--- config.mk ---
export PLATFORM = sky130hd
export DESIGN_NAME = time_keeper
export DESIGN_NICKNAME = d
export VERILOG_FILES = /design/src/rtl/time_keeper.sv
export SDC_FILE = /design/constraint.sdc
export NUM_CORES = 1
export LEC_CHECK = 0
export BUFFER_PORTS_ARGS = -buffer_cell sky130_fd_sc_hd__buf_2
export CAP_MARGIN = 25
export CORE_MARGIN = 2
export CORE_UTILIZATION = 42
export DETAILED_ROUTE_END_ITERATION = 8
export PLACE_DENSITY = 0.57
export REMOVE_ABC_BUFFERS = 1
export SYNTH_ARGS = -nofsm -noshare
export SYNTH_HDL_FRONTEND = slang
export SYNTH_SLANG_ARGS = --single-unit
--- constraint.sdc ---
create_clock -name clock -period 4.1 [get_ports clock]
set_input_delay 0.615 -clock clock [delete_from_list [all_inputs] [get_ports clock]]
set_output_delay 0.615 -clock clock [all_outputs]
set_load 0.05 [all_outputs]
--- src/rtl/time_keeper.sv ---
`default_nettype none
// ============================================================================
// Module   : time_keeper
// Brief    : Real-time clock core. Divides the board clock into a 1 Hz tick
//            and keeps 24 h binary time (hh:mm:ss). A set mode lets buttons
//            adjust hours and minutes. Outputs feed the 7-segment stage.
// Revision : 1.0 - initial release
// ============================================================================
module time_keeper #(
  parameter int TICKS_PER_SECOND = 50000000
) (
  input  logic       clock,
  input  logic       resetN,
  input  logic       setMode,
  input  logic       incMinutes,
  input  logic       incHours,
  output logic [5:0] seconds,
  output logic [5:0] minutes,
  output logic [5:0] hours,
  output logic       secondTick,
  output logic       blink
);

  localparam int            PW       = $clog2(TICKS_PER_SECOND);
  localparam logic [PW-1:0] TERMINAL = PW'(TICKS_PER_SECOND - 1);
  localparam logic [PW-1:0] HALF     = PW'(TICKS_PER_SECOND / 2);

  typedef enum logic {
    ST_RUN = 1'b0,
    ST_SET = 1'b1
  } state_t;

  state_t        state;
  logic [PW-1:0] prescaler;
  logic [PW-1:0] prescaler_nxt;
  logic [5:0]    seconds_nxt;
  logic [5:0]    minutes_nxt;
  logic [5:0]    hours_nxt;
  logic          tick;

  logic set_meta, set_sync;
  logic min_meta, min_sync, min_prev;
  logic hr_meta, hr_sync, hr_prev;
  logic min_rise, hr_rise;

  // Two-flop synchronizers for the asynchronous buttons, plus one delay flop
  // on each increment button so a press is seen as a single rising edge.
  always_ff @(posedge clock or negedge resetN) begin
    if (!resetN) begin
      set_meta <= 1'b0;
      set_sync <= 1'b0;
      min_meta <= 1'b0;
      min_sync <= 1'b0;
      min_prev <= 1'b0;
      hr_meta  <= 1'b0;
      hr_sync  <= 1'b0;
      hr_prev  <= 1'b0;
    end else begin
      set_meta <= setMode;
      set_sync <= set_meta;
      min_meta <= incMinutes;
      min_sync <= min_meta;
      min_prev <= min_sync;
      hr_meta  <= incHours;
      hr_sync  <= hr_meta;
      hr_prev  <= hr_sync;
    end
  end

  assign min_rise = min_sync & ~min_prev;
  assign hr_rise  = hr_sync & ~hr_prev;

  // Next-state time arithmetic. The synchronized setMode level decides the
  // behaviour directly, so an edge coinciding with entry into set mode is
  // honoured and the prescaler restarts from 0 on the first run cycle.
  always_comb begin
    prescaler_nxt = prescaler;
    seconds_nxt   = seconds;
    minutes_nxt   = minutes;
    hours_nxt     = hours;
    tick          = 1'b0;
    if (set_sync) begin
      prescaler_nxt = '0;
      seconds_nxt   = '0;
      if (min_rise) begin
        minutes_nxt = (minutes == 6'd59) ? 6'd0 : minutes + 6'd1;
      end
      if (hr_rise) begin
        hours_nxt = (hours == 6'd23) ? 6'd0 : hours + 6'd1;
      end
    end else if (prescaler == TERMINAL) begin
      prescaler_nxt = '0;
      tick          = 1'b1;
      if (seconds == 6'd59) begin
        seconds_nxt = 6'd0;
        if (minutes == 6'd59) begin
          minutes_nxt = 6'd0;
          hours_nxt   = (hours == 6'd23) ? 6'd0 : hours + 6'd1;
        end else begin
          minutes_nxt = minutes + 6'd1;
        end
      end else begin
        seconds_nxt = seconds + 6'd1;
      end
    end else begin
      prescaler_nxt = prescaler + PW'(1);
    end
  end

  // RUN/SET state machine with registered time, tick and blink outputs.
  // blink is computed from the next prescaler value so that it tracks the
  // prescaler register itself and is high on every secondTick cycle.
  always_ff @(posedge clock or negedge resetN) begin
    if (!resetN) begin
      state      <= ST_RUN;
      prescaler  <= '0;
      seconds    <= 6'd0;
      minutes    <= 6'd0;
      hours      <= 6'd0;
      secondTick <= 1'b0;
      blink      <= 1'b1;
    end else begin
      case (state)
        ST_RUN:  if (set_sync)  state <= ST_SET;
        ST_SET:  if (!set_sync) state <= ST_RUN;
        default: state <= ST_RUN;
      endcase
      prescaler  <= prescaler_nxt;
      seconds    <= seconds_nxt;
      minutes    <= minutes_nxt;
      hours      <= hours_nxt;
      secondTick <= tick;
      blink      <= (prescaler_nxt < HALF);
    end
  end

endmodule
`default_nettype wire

==> results.toml, run 1 <==
[run_status]
status = "completed"

[die]
initial_core_util = 0.4351
die_x_um = 85.11
core-area_mm2 = 0.006350
io_pins = 25
dieArea_mm2 = 0.007243
rows = 29
die_h_um = 85.11

[cells_and_area]
most-common-layout-cells = "53 x dfrtp_1, 46 x nor2_1, 24 x buf_2, 21 x xnor2_1, 17 x nand2_1"
post-route-util = 0.4847
multiInputGateArea_mm2 = 0.001320
design_area_mm2 = 0.003078
drive_above_1_share = 0.1656
final-seq-area_mm2 = 0.001353
nets = 310
diodes = 0
final_common_cell = "dfrtp_1"
area_growth_pct = 11.41
n_fill_cell = 603

[logic_synthesis]
synth-async-reset-ratio = 1.000
yosysWarningCount = 0
synth_flop_cell = "dfrtp_1"
synth_edf_count = 0
yosys.area.top_type_share = 0.4801
netlist_instances = 278
syn_avg_cell_area_um2 = 9.938
syn_area_mm2 = 0.002763
synth-seq-cells = 54
synth_area_leaders = "dfrtp_1 48%, xnor2_1 6.7%, nor2_1 6.3%, nand4_1 2.7%, xor2_1 2.5%"
synth_cell_types = 54
synth-seq-area-share = 0.4896
yosysTopAreaCell = "dfrtp_1"

[global_routing]
grt_pass1_wl_um = 9687
busiest_layer = "met2"
grt_max_degree = 36
met3_usage = 0.02821
gr-usage-met2 = 0.2564
first_global_vias = 2004
globalRouteTotalUtil = 0.1640
antenna_found_initial = 0
met1_usage = 0.2370
grt-ovfl-total = 0

[placed_design]
post-place-ws_ps = 1661
port_buffers = 24
place_congestion = 0.8453
dp_hpwl_um = 3916
dpl_cell_area_mm2 = 0.002957

[drt]
drc = 0
wl_um = 5537
postRouteAntennaNets = 0
wl_per_cell_um = 14.61
drtIter0Drc = 89
drt_pass1_iterations = 4
vias = 2066
vias_per_cell = 5.451

[worst_hold_path]
hold_path.class = "input port to asynchronous set/reset pin"

[critical_path]
worstPathRequired_ps = 4300
path_class = "flop to flop"
cp-end-kind = "flop"
cp.arrival_ps = 2650
path_max_fanout = 8
critPathLaunchType = "flop"

[sta]
rsz0062_at_grt = "no"
setup_tns_ps = 0
finalHoldViolations = 0
worst_pin_slew_ps = 565.8
fmax_ghz = 0.4089
final.setup_skew_ps = 10.53
finalMaxSlewViolations = 0
holdWs_ps = 253.3
slew_headroom = 0.6199
period_share = 0.5965
fin_ws_ps = 1654
finalCriticalPeriod_ps = 2446
setup-violations-final = 0

[power]
p_per_area_mw_per_mm2 = 424.9
p_leak_uw = 0.001302
vdd_drop_max_v = 0.0003018

[clock_network]
htree_levels = 2
cts_hold_buf = 0
cts_buffer_depth = 2
numCtsBuffers = 5
post-cts-setup-buffers = 0
tritoncts = "yes"
cts_sinks = 54
cts.reportedPaths.clkPinSlew_ps = 100
cts_resized = 0
cts_root_buf = "clkbuf_8"
clock_latency_ps = 300

[run]
maxCapViolCount = 0
-- logic make-up after synthesis --
family | Yosys count | synth area share
flip-flops | 54 | 0.4896
adder cells (fa/ha/maj) | 4 | 0.01812
buffers and inverters | 23 | 0.03261
XOR/XNOR | 29 | 0.09194
AO/OA/AOI/OAI | 37 | 0.1001
multiplexers | 5 | 0.01993
AND/OR/NAND/NOR | 126 | 0.2477
-- critical path: stages (launching register included) --
cell	delay, ps
dfrtp_1	470
nor4b_1	350
nand4_1	230
nor4_1	360
a21o_1	310
and2_1	280
mux2_2	360
-- per-layer routing --
layer  vias up  routed length [um]
li1       1035                   -
met1       994                2863
met2        33                2477
met3         4                 149
met4         0                  46
met5         -                   0
-- layout make-up --
type,count,share of cell area
sequential,54,0.4394
clock inverter,2,0.01260
timing repair buffer,27,0.04634
inverter,12,0.01463
multi-input combinational,201,0.4289
clock buffer,6,0.02683
tap,77,0.03130
-- flip-flops by register name (all words and copies together), names as in the netlist --
name        cells
prescaler      26
hours           6
minutes         6
seconds         6
blink           1
hr_meta         1
hr_prev         1
hr_sync         1
min_meta        1
min_prev        1
min_sync        1
secondTick      1
set_meta        1
set_sync        1
-- worst paths after layout --
check | end | slack [ps] | depth (start not counted) | startpoint
setup / recovery | hours[1]$_DFFE_PN0P_ | 1650 | 6 | prescaler[9]$_DFF_PN0_
hold / removal | prescaler[19]$_DFF_PN0_ | 250 | 1 | resetN
setup reg to reg | hours[1]$_DFFE_PN0P_ | 1650 | 6 | prescaler[9]$_DFF_PN0_
hold reg to reg | hr_sync$_DFF_PN0_ | 360 | 0 | hr_meta$_DFF_PN0_
max in group asynchronous | prescaler[6]$_DFF_PN0_ | 3030 | 2 | resetN
min in group clock | hr_sync$_DFF_PN0_ | 360 | 0 | hr_meta$_DFF_PN0_
-- per-stage QoR --
stage	std cells	total power (uW)
floorplan	267	860.3
global placement	371	940.5
detailed placement	371	943.1
CTS	379	1328
global route	379	1377
finish	379	1308
-- synthesized netlist by cell type, types with 2 or more instances --
cell type and n:
a21o_1 3, a21oi_1 3, a31oi_1 3, and2_1 2, and3_1 5, buf_2 2
clkbuf_1 8, dfrtp_1 53, ha_1 4, inv_1 12, mux2_2 4, nand2_1 17
nand2b_1 2, nand3_1 12, nand4_1 12, nand4_4 2, nor2_1 46, nor3_1 6
nor4_1 5, nor4b_1 2, o21ai_0 12, o31ai_1 3, o41ai_1 2, xnor2_1 21
xor2_1 8
-- report_power, final --
group          total [uW]  internal (uW)  switching (uW)
Sequential            638            579            58.5
Combinational         291           78.2             213
Clock                 379            201             178
Note: power is estimated with default switching activity, not from simulation.
==> inputs of run 2 (changes only) <==
Settings changed: ABC_AREA set to 1.
Clock period 4.1 ns to 2.45 ns, I/O delays scaled along.
==> run 2 against run 1 <==
Count of clock-buffer cells in the layout is 1 lower. Combinational power rose by 28%. Clock skew down 0.89 ps. Hold slack lost 100 ps. Via count up 18%. Synthesized area increased by 5.1%. Wire length up 16%. First-iteration DRC count grew 63%. Critical path depth rose by 4. Global-route usage is 2.2 points higher. Power grew 53%. Highest routed layer unchanged.
==> results.toml, run 2 <==
[die]
core-area_mm2 = 0.006756
rows = 30
io_pins = 25
die_x_um = 87.14
die_h_um = 87.14
dieArea_mm2 = 0.007593
initial_core_util = 0.4296

[critical_path]
path_class = "flop to flop"
path_max_fanout = 9
reg2regPathDepth = 10
endpoint = "hours[5]$_DFFE_PN0P_"
r2r_end = "hours[5]$_DFFE_PN0P_"
critPathLaunchType = "flop"
rr_startpoint = "prescaler[0]$_DFF_PN0_"
cp-startpoint = "prescaler[0]$_DFF_PN0_"
worstPathRequired_ps = 2690
cp-end-kind = "flop"
r2r_setup_slack_ps = 300
cp.arrival_ps = 2390

[cells_and_area]
top_register = "prescaler"
diodes = 0
drive_above_1_share = 0.1313
final_cells = 499
nets = 427
area_growth_pct = 13.02
final_common_cell = "nand2_1"
most-common-layout-cells = "91 x nand2_1, 69 x nor2_1, 56 x inv_1, 53 x dfrtp_1, 33 x nand3_1"
largest_register_ffs = 26

[sta]
rsz0062_at_grt = "no"
finalCriticalPeriod_ps = 2147
slew_headroom = 0.7621
final.setup_skew_ps = 9.642
setup_tns_ps = 0
period_share = 0.8765
worst_pin_slew_ps = 354.2
fmax_ghz = 0.4657
setup-violations-final = 0
finalHoldViolations = 0
finalMaxSlewViolations = 0

[logic_synthesis]
synth_edf_count = 0
syn_avg_cell_area_um2 = 7.579
synth-seq-area-share = 0.4659
synth_common_cells = "91 x nand2_1, 69 x nor2_1, 56 x inv_1, 53 x dfrtp_1, 33 x nand3_1"
yosysWarningCount = 0
netlist_instances = 383
yosysMostFrequentCell = "nand2_1"
synth-seq-cells = 54
synth-async-reset-ratio = 1.000
synth_flop_cell = "dfrtp_1"
yosys.area.top_type_share = 0.4569
yosysTopAreaCell = "dfrtp_1"
synth_area_leaders = "dfrtp_1 46%, nand2_1 12%, nor2_1 8.9%, inv_1 7.2%, nand3_1 5.7%"
synth_cell_types = 31
syn_area_mm2 = 0.002903

[drt]
vias_per_cell = 4.902
drtIter0Drc = 145
wl_per_cell_um = 12.90
vias = 2446
drc = 0
drt_pass1_iterations = 4
postRouteAntennaNets = 0
wl_um = 6437

[clock_network]
numCtsBuffers = 5
cts_root_buf = "clkbuf_8"
cts_resized = 0
cts_buffer_depth = 2
post-cts-setup-buffers = 0
clock_latency_ps = 310
tritoncts = "yes"
cts.reportedPaths.clkPinSlew_ps = 100
cts_sinks = 54
htree_levels = 2
cts_hold_buf = 1

[power]
p_leak_uw = 0.001644
power_uw = 2003
p_per_area_mw_per_mm2 = 610.5
vdd_drop_max_v = 0.0006058

[placed_design]
place_congestion = 0.9145
dp_hpwl_um = 4879
port_buffers = 24
place_inst = 490

[global_routing]
antenna_found_initial = 0
first_global_vias = 2329
grt-ovfl-total = 0
grt_max_degree = 28
grt_pass1_wl_um = 11140
globalRouteTotalUtil = 0.1862

[worst_hold_path]
hold_path.class = "input port to flop"

[run]
maxCapViolCount = 0

[run_status]
status = "completed"
[run 2: changes by cell type in the layout (fill, tap and decap cells not counted), moves of 18 or more]
cell and change:
inv_1 +44, nand2_1 +74, nand3_1 +21, nor2_1 +23
xnor2_1 -18
[run 2: final cells by class]
cell class	instances	area, um^2
fill	701	3476
sequential	54	1353
multi-input combinational	268	1319
inverter	58	217.7
timing repair buffer	31	175.2
tap	80	100.1
clock buffer	5	68.82
clock inverter	3	47.55
[run 2: critical path, cell delays in order (launching register included)]
cell and delay (ps):
dfrtp_1 470, ha_1 240, nand2_1 90, nor2_2 170, nand2_2 100, o21ai_4 240
nand2_4 120, nor2_4 200, nand3b_1 130, nor2_1 140, xor2_1 160
[run 2: worst min path at each step]
stage	from	to	slack (ps)	cells past startpoint
2_1_floorplan	resetN	hours[0]$_DFFE_PN0P_	70	0
3_3_place_gp	resetN	prescaler[3]$_DFF_PN0_	300	1
3_5_place_dp	resetN	prescaler[3]$_DFF_PN0_	300	1
4_1_cts	incHours	hr_meta$_DFF_PN0_	150	1
5_1_grt	incHours	hr_meta$_DFF_PN0_	130	1
6_report	incHours	hr_meta$_DFF_PN0_	150	1
[run 2: power breakdown]
part	switching [uW]	internal [uW]	leakage (uW)
combinational	283	90.4	0.000866
clock	318	310	0.0000587
sequential	53.2	948	0.000719
total	654	1350	0.00164
[run 2: layer usage]
layer,global-route usage,part of all wire,vias to the layer above
li1,-,-,1268
met1,0.2744,0.51,1130
met2,0.2929,0.45,43
met3,0.02654,0.039,5
met4,0.03916,0.0098,0
met5,0,0,-
[run 2: per-stage QoR]
step           hold slack [ps]  cell area [um^2]  utilization  setup WS (ps)
6_report                 152.0              3281       0.4856          302.7
2_1_floorplan            71.91              2889            -          492.0
4_1_cts                  146.0              3281       0.4856          274.8
3_5_place_dp             295.7              3154       0.4669          300.1
5_1_grt                  133.8              3281       0.4856          61.12
3_3_place_gp             298.8              3154       0.4669          363.1
[run 2: kinds of logic (layout without fill, tap and decap cells)]
logic type / count (synthesis) / in the layout / synth area share
AOI/OAI and AO/OA: 24 / 24 / 0.05259
adders and majority gates: 4 / 4 / 0.01724
and+or+nand+nor: 227 / 227 / 0.3453
xor gates and xnor gates: 13 / 13 / 0.03922
DFF: 54 / 54 / 0.4659
buffers and inverters: 61 / 97 / 0.07974
